File: config.mk
export PLATFORM = sky130hd
export DESIGN_NAME = amber128_dmem_arb
export DESIGN_NICKNAME = d
export VERILOG_FILES = /design/src/rtl/amber128_pkg.sv /design/src/rtl/amber128_rr_pick.sv /design/src/rtl/amber128_dmem_arb.sv
export SDC_FILE = /design/constraint.sdc
export NUM_CORES = 1
export LEC_CHECK = 0
export CORE_AREA = 8 8 326 328
export CTS_BUF_LIST = sky130_fd_sc_hd__clkbuf_4 sky130_fd_sc_hd__clkbuf_8
export DETAILED_ROUTE_END_ITERATION = 6
export DIE_AREA = 0 0 334 336
export PLACE_DENSITY_LB_ADDON = 0.05
export REMOVE_ABC_BUFFERS = 1
export SLEW_MARGIN = 30
export SYNTH_ARGS = -nofsm -noshare
export SYNTH_HDL_FRONTEND = slang
export SYNTH_SLANG_ARGS = --single-unit
File: constraint.sdc
create_clock -name clk_i -period 2.3 [get_ports clk_i]
set_input_delay 0.23 -clock clk_i [delete_from_list [all_inputs] [get_ports clk_i]]
set_output_delay 0.23 -clock clk_i [all_outputs]
set_load 0.05 [all_outputs]
File: src/rtl/amber128_pkg.sv
// amber128 shared definitions.
// Holds the datapath width, the data-memory arbiter state encoding and the
// latched memory command type used by amber128_dmem_arb.
package amber128_pkg;

    localparam int unsigned C_XLEN = 128;

    typedef enum logic [1:0] {
        ARB_IDLE,
        ARB_ISSUE,
        ARB_WAIT,
        ARB_RESP
    } arb_state_e;

    typedef struct packed {
        logic              we;
        logic [63:0]       addr;
        logic [C_XLEN-1:0] wdata;
    } dmem_req_t;

endpackage

File: src/rtl/amber128_rr_pick.sv
// Combinational round-robin picker.
// Searches req_i upward starting just above last_i, wrapping around, and
// returns the first requester found.
//   req_i   : request vector
//   last_i  : index of the previously granted requester
//   gnt_o   : one-hot winner (0 if no request)
//   idx_o   : binary index of the winner
//   valid_o : some requester was selected
module amber128_rr_pick #(
    parameter int unsigned NUM_REQ = 2,
    parameter int unsigned IDX_W   = $clog2(NUM_REQ)
) (
    input  logic [NUM_REQ-1:0] req_i,
    input  logic [IDX_W-1:0]   last_i,
    output logic [NUM_REQ-1:0] gnt_o,
    output logic [IDX_W-1:0]   idx_o,
    output logic               valid_o
);

    logic [IDX_W-1:0] cand;

    always_comb begin
        gnt_o   = '0;
        idx_o   = '0;
        valid_o = 1'b0;
        cand    = '0;
        // k = NUM_REQ wraps back to last_i itself, so a lone requester still wins.
        for (int unsigned k = 1; k <= NUM_REQ; k++) begin
            cand = IDX_W'((32'(last_i) + k) % NUM_REQ);
            if (!valid_o && req_i[cand]) begin
                valid_o     = 1'b1;
                gnt_o[cand] = 1'b1;
                idx_o       = cand;
            end
        end
    end

endmodule

File: src/rtl/amber128_dmem_arb.sv
// Round-robin arbiter in front of the single-port amber128 data memory.
// Accesses are serialised: IDLE (arbitrate) -> ISSUE (one-cycle mem_req_o)
// -> WAIT (memory answer or retry) -> RESP (one-cycle ready_o). An access
// the memory never accepts is completed as a trap after MAX_RETRY attempts.
//   req_i/we_i/addr_i/wdata_i : per-requester command, held until ready_o
//   ready_o/trap_o/rdata_o    : completion pulse, fault flag, read data
//   grant_o                   : one-hot current owner (debug)
//   mem_*                     : single request channel to amber128_dmem
module amber128_dmem_arb
    import amber128_pkg::*;
#(
    parameter int unsigned NUM_REQ   = 2,
    parameter int unsigned MAX_RETRY = 1024
) (
    input  logic                            clk_i,
    input  logic                            rst_ni,
    input  logic [NUM_REQ-1:0]              req_i,
    input  logic [NUM_REQ-1:0]              we_i,
    input  logic [NUM_REQ-1:0][63:0]        addr_i,
    input  logic [NUM_REQ-1:0][C_XLEN-1:0]  wdata_i,
    output logic [NUM_REQ-1:0]              ready_o,
    output logic [C_XLEN-1:0]               rdata_o,
    output logic [NUM_REQ-1:0]              trap_o,
    output logic [NUM_REQ-1:0]              grant_o,
    output logic                            mem_req_o,
    output logic                            mem_we_o,
    output logic [63:0]                     mem_addr_o,
    output logic [C_XLEN-1:0]               mem_wdata_o,
    input  logic [C_XLEN-1:0]               mem_rdata_i,
    input  logic                            mem_ready_i,
    input  logic                            mem_trap_i
);

    localparam int unsigned IDX_W = $clog2(NUM_REQ);
    localparam int unsigned CNT_W = $clog2(MAX_RETRY + 1);

    arb_state_e       state_q;
    logic [IDX_W-1:0] owner_q;
    logic [IDX_W-1:0] last_q;
    logic [CNT_W-1:0] cnt_q;
    dmem_req_t        cmd_q;

    logic [NUM_REQ-1:0] pick_gnt;
    logic [IDX_W-1:0]   pick_idx;
    logic               pick_valid;

    amber128_rr_pick #(
        .NUM_REQ (NUM_REQ),
        .IDX_W   (IDX_W)
    ) u_pick (
        .req_i   (req_i),
        .last_i  (last_q),
        .gnt_o   (pick_gnt),
        .idx_o   (pick_idx),
        .valid_o (pick_valid)
    );

    // The memory always sees the latched command; mem_req_o qualifies it.
    assign mem_we_o    = cmd_q.we;
    assign mem_addr_o  = cmd_q.addr;
    assign mem_wdata_o = cmd_q.wdata;

    // mem_req_o, ready_o and trap_o are registered: each is set on the edge
    // that enters ISSUE / RESP, so it is high for exactly that one state.
    always_ff @(posedge clk_i or negedge rst_ni) begin
        if (!rst_ni) begin
            state_q   <= ARB_IDLE;
            owner_q   <= '0;
            last_q    <= IDX_W'(NUM_REQ - 1);
            cnt_q     <= '0;
            cmd_q     <= '0;
            ready_o   <= '0;
            trap_o    <= '0;
            rdata_o   <= '0;
            grant_o   <= '0;
            mem_req_o <= 1'b0;
        end else begin
            ready_o   <= '0;
            trap_o    <= '0;
            mem_req_o <= 1'b0;
            case (state_q)
                ARB_IDLE: begin
                    if (pick_valid) begin
                        cmd_q     <= '{we:    we_i[pick_idx],
                                       addr:  addr_i[pick_idx],
                                       wdata: wdata_i[pick_idx]};
                        owner_q   <= pick_idx;
                        last_q    <= pick_idx;
                        grant_o   <= pick_gnt;
                        cnt_q     <= '0;
                        mem_req_o <= 1'b1;
                        state_q   <= ARB_ISSUE;
                    end
                end
                ARB_ISSUE: begin
                    cnt_q   <= cnt_q + 1'b1;
                    state_q <= ARB_WAIT;
                end
                ARB_WAIT: begin
                    if (mem_ready_i) begin
                        rdata_o          <= mem_rdata_i;
                        ready_o[owner_q] <= 1'b1;
                        trap_o[owner_q]  <= mem_trap_i;
                        state_q          <= ARB_RESP;
                    end else if (cnt_q == CNT_W'(MAX_RETRY)) begin
                        // Attempts exhausted: complete as a fault.
                        rdata_o          <= '0;
                        ready_o[owner_q] <= 1'b1;
                        trap_o[owner_q]  <= 1'b1;
                        state_q          <= ARB_RESP;
                    end else begin
                        mem_req_o <= 1'b1;
                        state_q   <= ARB_ISSUE;
                    end
                end
                ARB_RESP: begin
                    // No arbitration here so the served requester can drop req_i.
                    grant_o <= '0;
                    state_q <= ARB_IDLE;
                end
                default: state_q <= ARB_IDLE;
            endcase
        end
    end

endmodule

==> metrics.txt <==
# TYPE chip_impl_metric gauge
chip_impl_metric{name="cts_made_buffers",unit=""} 79
chip_impl_metric{name="min_path_cells",unit=""} 2
chip_impl_metric{name="finalWorstPathRequiredPeriod",unit="ns"} 2.18
chip_impl_metric{name="final-hold-violation-count",unit=""} 0
chip_impl_metric{name="timing_worst_slew_pin_value",unit="ns"} 0.799
chip_impl_metric{name="grt_pass1_wl",unit="um"} 113000
chip_impl_metric{name="clk_latency",unit="ns"} 0.68
chip_impl_metric{name="gr-usage-met3",unit="%"} 8.12
chip_impl_metric{name="grt_util_met2",unit="%"} 24.7
chip_impl_metric{name="finalWeightedCongestion",unit=""} 0.746
chip_impl_metric{name="grt_util_all_layers",unit="%"} 14.0
chip_impl_metric{name="nFillCells",unit=""} 10700
chip_impl_metric{name="clk_pin_slew_worst_paths",unit="ns"} 0.06
chip_impl_metric{name="leakagePower",unit="nW"} 11.2
chip_impl_metric{name="yosys_register_bits",unit=""} 343
chip_impl_info{name="grt.busiest_layer",value="met2"} 1
chip_impl_metric{name="cts_htree_levels",unit=""} 3
chip_impl_metric{name="coreArea",unit="mm^2"} 0.101
chip_impl_info{name="launching_point_of_the_worst_reg2reg_path",value="cnt_q[0]"} 1
chip_impl_metric{name="vias",unit=""} 13100
chip_impl_metric{name="core.rowCount",unit=""} 117
chip_impl_metric{name="crit_arrival",unit="ns"} 1.95
chip_impl_metric{name="routed_antenna_nets",unit=""} 0
chip_impl_metric{name="grt.met1_usage",unit="%"} 13.9
chip_impl_metric{name="floorplan.die_area",unit="mm^2"} 0.112
chip_impl_metric{name="instances_no_fill",unit=""} 3487
chip_impl_metric{name="post-place-cells",unit=""} 3344
chip_impl_metric{name="boundaryPins",unit=""} 848
chip_impl_metric{name="critPathMaxFanout",unit=""} 2
chip_impl_info{name="run_status",value="complete, no violations"} 1
chip_impl_metric{name="chipWidth",unit="um"} 334
chip_impl_info{name="cts_tree",value="yes"} 1
chip_impl_metric{name="final_min_period_over_clock_period",unit="%"} 94.9
chip_impl_metric{name="drt-pass1-iter-count",unit=""} 5
chip_impl_info{name="min_delay_worst_endpoint",value="rdata_o[124]"} 1
chip_impl_metric{name="timing.critical_path.required",unit="ns"} 2.07
chip_impl_metric{name="final.setup.tns",unit="ns"} 0
chip_impl_info{name="cts.root.buffer_cell",value="clkbuf_8"} 1
chip_impl_metric{name="ff2ff_path_depth",unit=""} 6
chip_impl_metric{name="grt_start_max_net_pins",unit=""} 56
chip_impl_info{name="timing.hold.worst.class",value="input port to flip-flop"} 1
chip_impl_metric{name="timing_max_transition_violations_final",unit=""} 0
chip_impl_metric{name="post_synth_instance_area",unit="mm^2"} 0.0143
chip_impl_metric{name="drt-initial-drc-count",unit=""} 369
chip_impl_metric{name="routed_wire_length_per_instance",unit="um"} 23.5
chip_impl_metric{name="totalWireLength",unit="um"} 81900
chip_impl_info{name="crit_type",value="flip-flop to output port"} 1
chip_impl_metric{name="cts.path.max_buffers",unit=""} 3
chip_impl_metric{name="initial_antenna_violation_count",unit=""} 36
chip_impl_metric{name="regToRegSetupSlack",unit="ns"} 0.37
chip_impl_metric{name="max-vdd-ir-drop",unit="V"} 0.000589
chip_impl_info{name="final_common_cell",value="clkdlybuf4s50_1"} 1
chip_impl_metric{name="ys_seq_area_share",unit="%"} 60.0
chip_impl_info{name="timing.critical_path.max_delay_family",value="buffers and inverters"} 1
chip_impl_metric{name="finClkSkew",unit="ns"} 0.0445
chip_impl_info{name="crit_chain",value="clkdlybuf4s50_1"} 1
chip_impl_metric{name="multi_input_area",unit="mm^2"} 0.00524
chip_impl_info{name="endpoint_kind",value="output port"} 1
chip_impl_metric{name="remaining_drc_errors",unit=""} 0
chip_impl_metric{name="portBuffers",unit=""} 847
chip_impl_info{name="timing.rr.end",value="rdata_o[68]"} 1
chip_impl_metric{name="max_cap_violations",unit=""} 0
chip_impl_metric{name="timing.critical_path.buf_inv",unit=""} 1
chip_impl_info{name="critPathLaunchType",value="flip-flop"} 1
chip_impl_metric{name="numClockSinks",unit=""} 343
chip_impl_metric{name="grt-ovfl-total",unit=""} 0
chip_impl_metric{name="first_global_vias",unit=""} 14200
chip_impl_metric{name="syn2layout_area_growth",unit="%"} 84.3
chip_impl_info{name="layout.cells.most_common_list",value="clkdlybuf4s50_1, dfrtp_1, nand2_1"} 1
chip_impl_metric{name="worst_path_largest_cell_delay",unit="ns"} 0.93
chip_impl_metric{name="finalSetupViolCount",unit=""} 0
chip_impl_metric{name="synthesis.area_per_instance",unit="um^2"} 11.7
chip_impl_info{name="holdCritStartpoint",value="mem_rdata_i[124]"} 1
chip_impl_metric{name="routed_via_density",unit=""} 3.77
chip_impl_metric{name="final-seq-area",unit="mm^2"} 0.00858
chip_impl_metric{name="hpwlAfterDp",unit="um"} 65900
chip_impl_metric{name="syn_inst",unit=""} 1226
chip_impl_metric{name="postCtsSetupRepairBufs",unit=""} 0
chip_impl_metric{name="fmaxAchievable",unit="MHz"} 458
chip_impl_metric{name="final_layout_size_suffix_gt1_share",unit="%"} 9.32
chip_impl_metric{name="maxSlewHeadroom",unit="%"} 46.9
chip_impl_metric{name="die-height",unit="um"} 336
chip_impl_metric{name="yosys_warnings",unit=""} 0
chip_impl_metric{name="initial_utilization",unit="%"} 14.2
chip_impl_metric{name="finish.net_count",unit=""} 2639
chip_impl_metric{name="pwr_density_cell",unit="mW/mm^2"} 1570
chip_impl_metric{name="synthDistinctLibCells",unit=""} 37
chip_impl_info{name="critPathSlowestCell",value="clkdlybuf4s50_1"} 1
-- per-stage QoR --
stage / area (um^2) / power [mW] / hold WS [ns] / utilization (%) / worst slack [ns]
final: 26400 / 41.5 / 0.145 / 26.1 / 0.118
after detailed placement: 24700 / 34.8 / 0.271 / 24.5 / 0.137
after CTS: 26300 / 42.5 / 0.0287 / 26.1 / 0.00122
after global routing: 26400 / 43.9 / 0.0525 / 26.1 / -0.00164
after floorplan: 13800 / 24.5 / -0.0656 / - / -12.39
after global placement: 24700 / 34.9 / 0.260 / 24.5 / 0.138
-- area by class of cell --
cell class                      count  share of cell area (%)
Timing Repair Buffer              905                    35.1
Sequential cell                   343                    32.6
Multi-Input combinational cell    783                    19.9
Tap cell                         1309                    6.21
Clock buffer                      127                    5.94
Clock inverter                      5                   0.147
Antenna cell                       10                  0.0949
Inverter                            5                  0.0712
-- sequential cells by signal, summed over array words and instances, names as in the netlist --
signal       flops
cnt_q           11
grant_o          2
last_q           1
mem_addr_o      64
mem_req_o        1
mem_wdata_o    128
mem_we_o         1
owner_q          1
rdata_o        128
ready_o          2
state_q          2
trap_o           2
-- cell families after synthesis --
logic type / after synthesis / synth area share (%)
adder cells (fa/ha/maj): 2 / 0.175
AO/OA/AOI/OAI: 345 / 15.7
AND/OR/NAND/NOR: 237 / 6.53
buffers and inverters: 100 / 3.65
multiplexers: 198 / 13.8
XOR/XNOR: 1 / 0.0612
flip-flops: 343 / 60.0
-- worst max path at each step --
stage | startpoint | to | cells past startpoint
floorplan | last_q | mem_addr_o[40] | 3
global placement | req_i[1] | mem_wdata_o[12] | 6
detailed placement | req_i[1] | mem_wdata_o[12] | 6
CTS | mem_addr_o[36] | mem_addr_o[36] | 1
global route | mem_wdata_o[0] | mem_wdata_o[0] | 1
finish | mem_addr_o[31] | mem_addr_o[31] | 1
-- per-layer routing --
| metal | wire length, um | vias up | share of wire, % |
|---|---|---|---|
| met5 | 302 | - | 0.37 |
| met4 | 1800 | 48 | 2.2 |
| met3 | 9670 | 139 | 12 |
| met2 | 41700 | 582 | 51 |
| met1 | 28400 | 6195 | 35 |
| li1 | - | 6166 | - |
-- where the power goes --
part           internal [mW]  leakage [nW]  switching (mW)
clock network           4.26         0.857            3.07
logic                   7.94          6.06            15.7
registers               8.91          4.26            1.59
total                   21.1          11.2            20.4
-- cell usage after synthesis, drive strengths merged --
master | number | area share (%)
dfstp | 1 | 0.18
inv | 5 | 0.13
clkbuf | 42 | 1.1
a22oi | 1 | 0.052
nor2 | 9 | 0.24
o31ai | 2 | 0.10
and4 | 2 | 0.12
nand3 | 2 | 0.070
o311ai | 1 | 0.061
a21oi | 2 | 0.070
ha | 2 | 0.17
o21bai | 1 | 0.079
nand2 | 210 | 5.5
nor2b | 1 | 0.044
o21ba | 1 | 0.070
nor4 | 2 | 0.087
nand2b | 3 | 0.13
o21a | 1 | 0.052
nand4 | 3 | 0.13
nand4b | 1 | 0.061
mux2i | 198 | 14
o41ai | 1 | 0.061
nor3 | 4 | 0.14
a22o | 128 | 7.8
o22ai | 1 | 0.044
a21boi | 2 | 0.10
buf | 53 | 2.4
dfrtp | 342 | 60
a31oi | 6 | 0.26
o21ai | 198 | 7.0
xor2 | 1 | 0.061
-- what timing repair did --
item | in CTS | in global routing
gates resized for setup | 17 | 6
endpoints found under the hold margin | 323 | 0
setup endpoints to repair | 17 | 6
hold buffers | 1 | 0
Note: power is estimated with default switching activity, not from simulation.
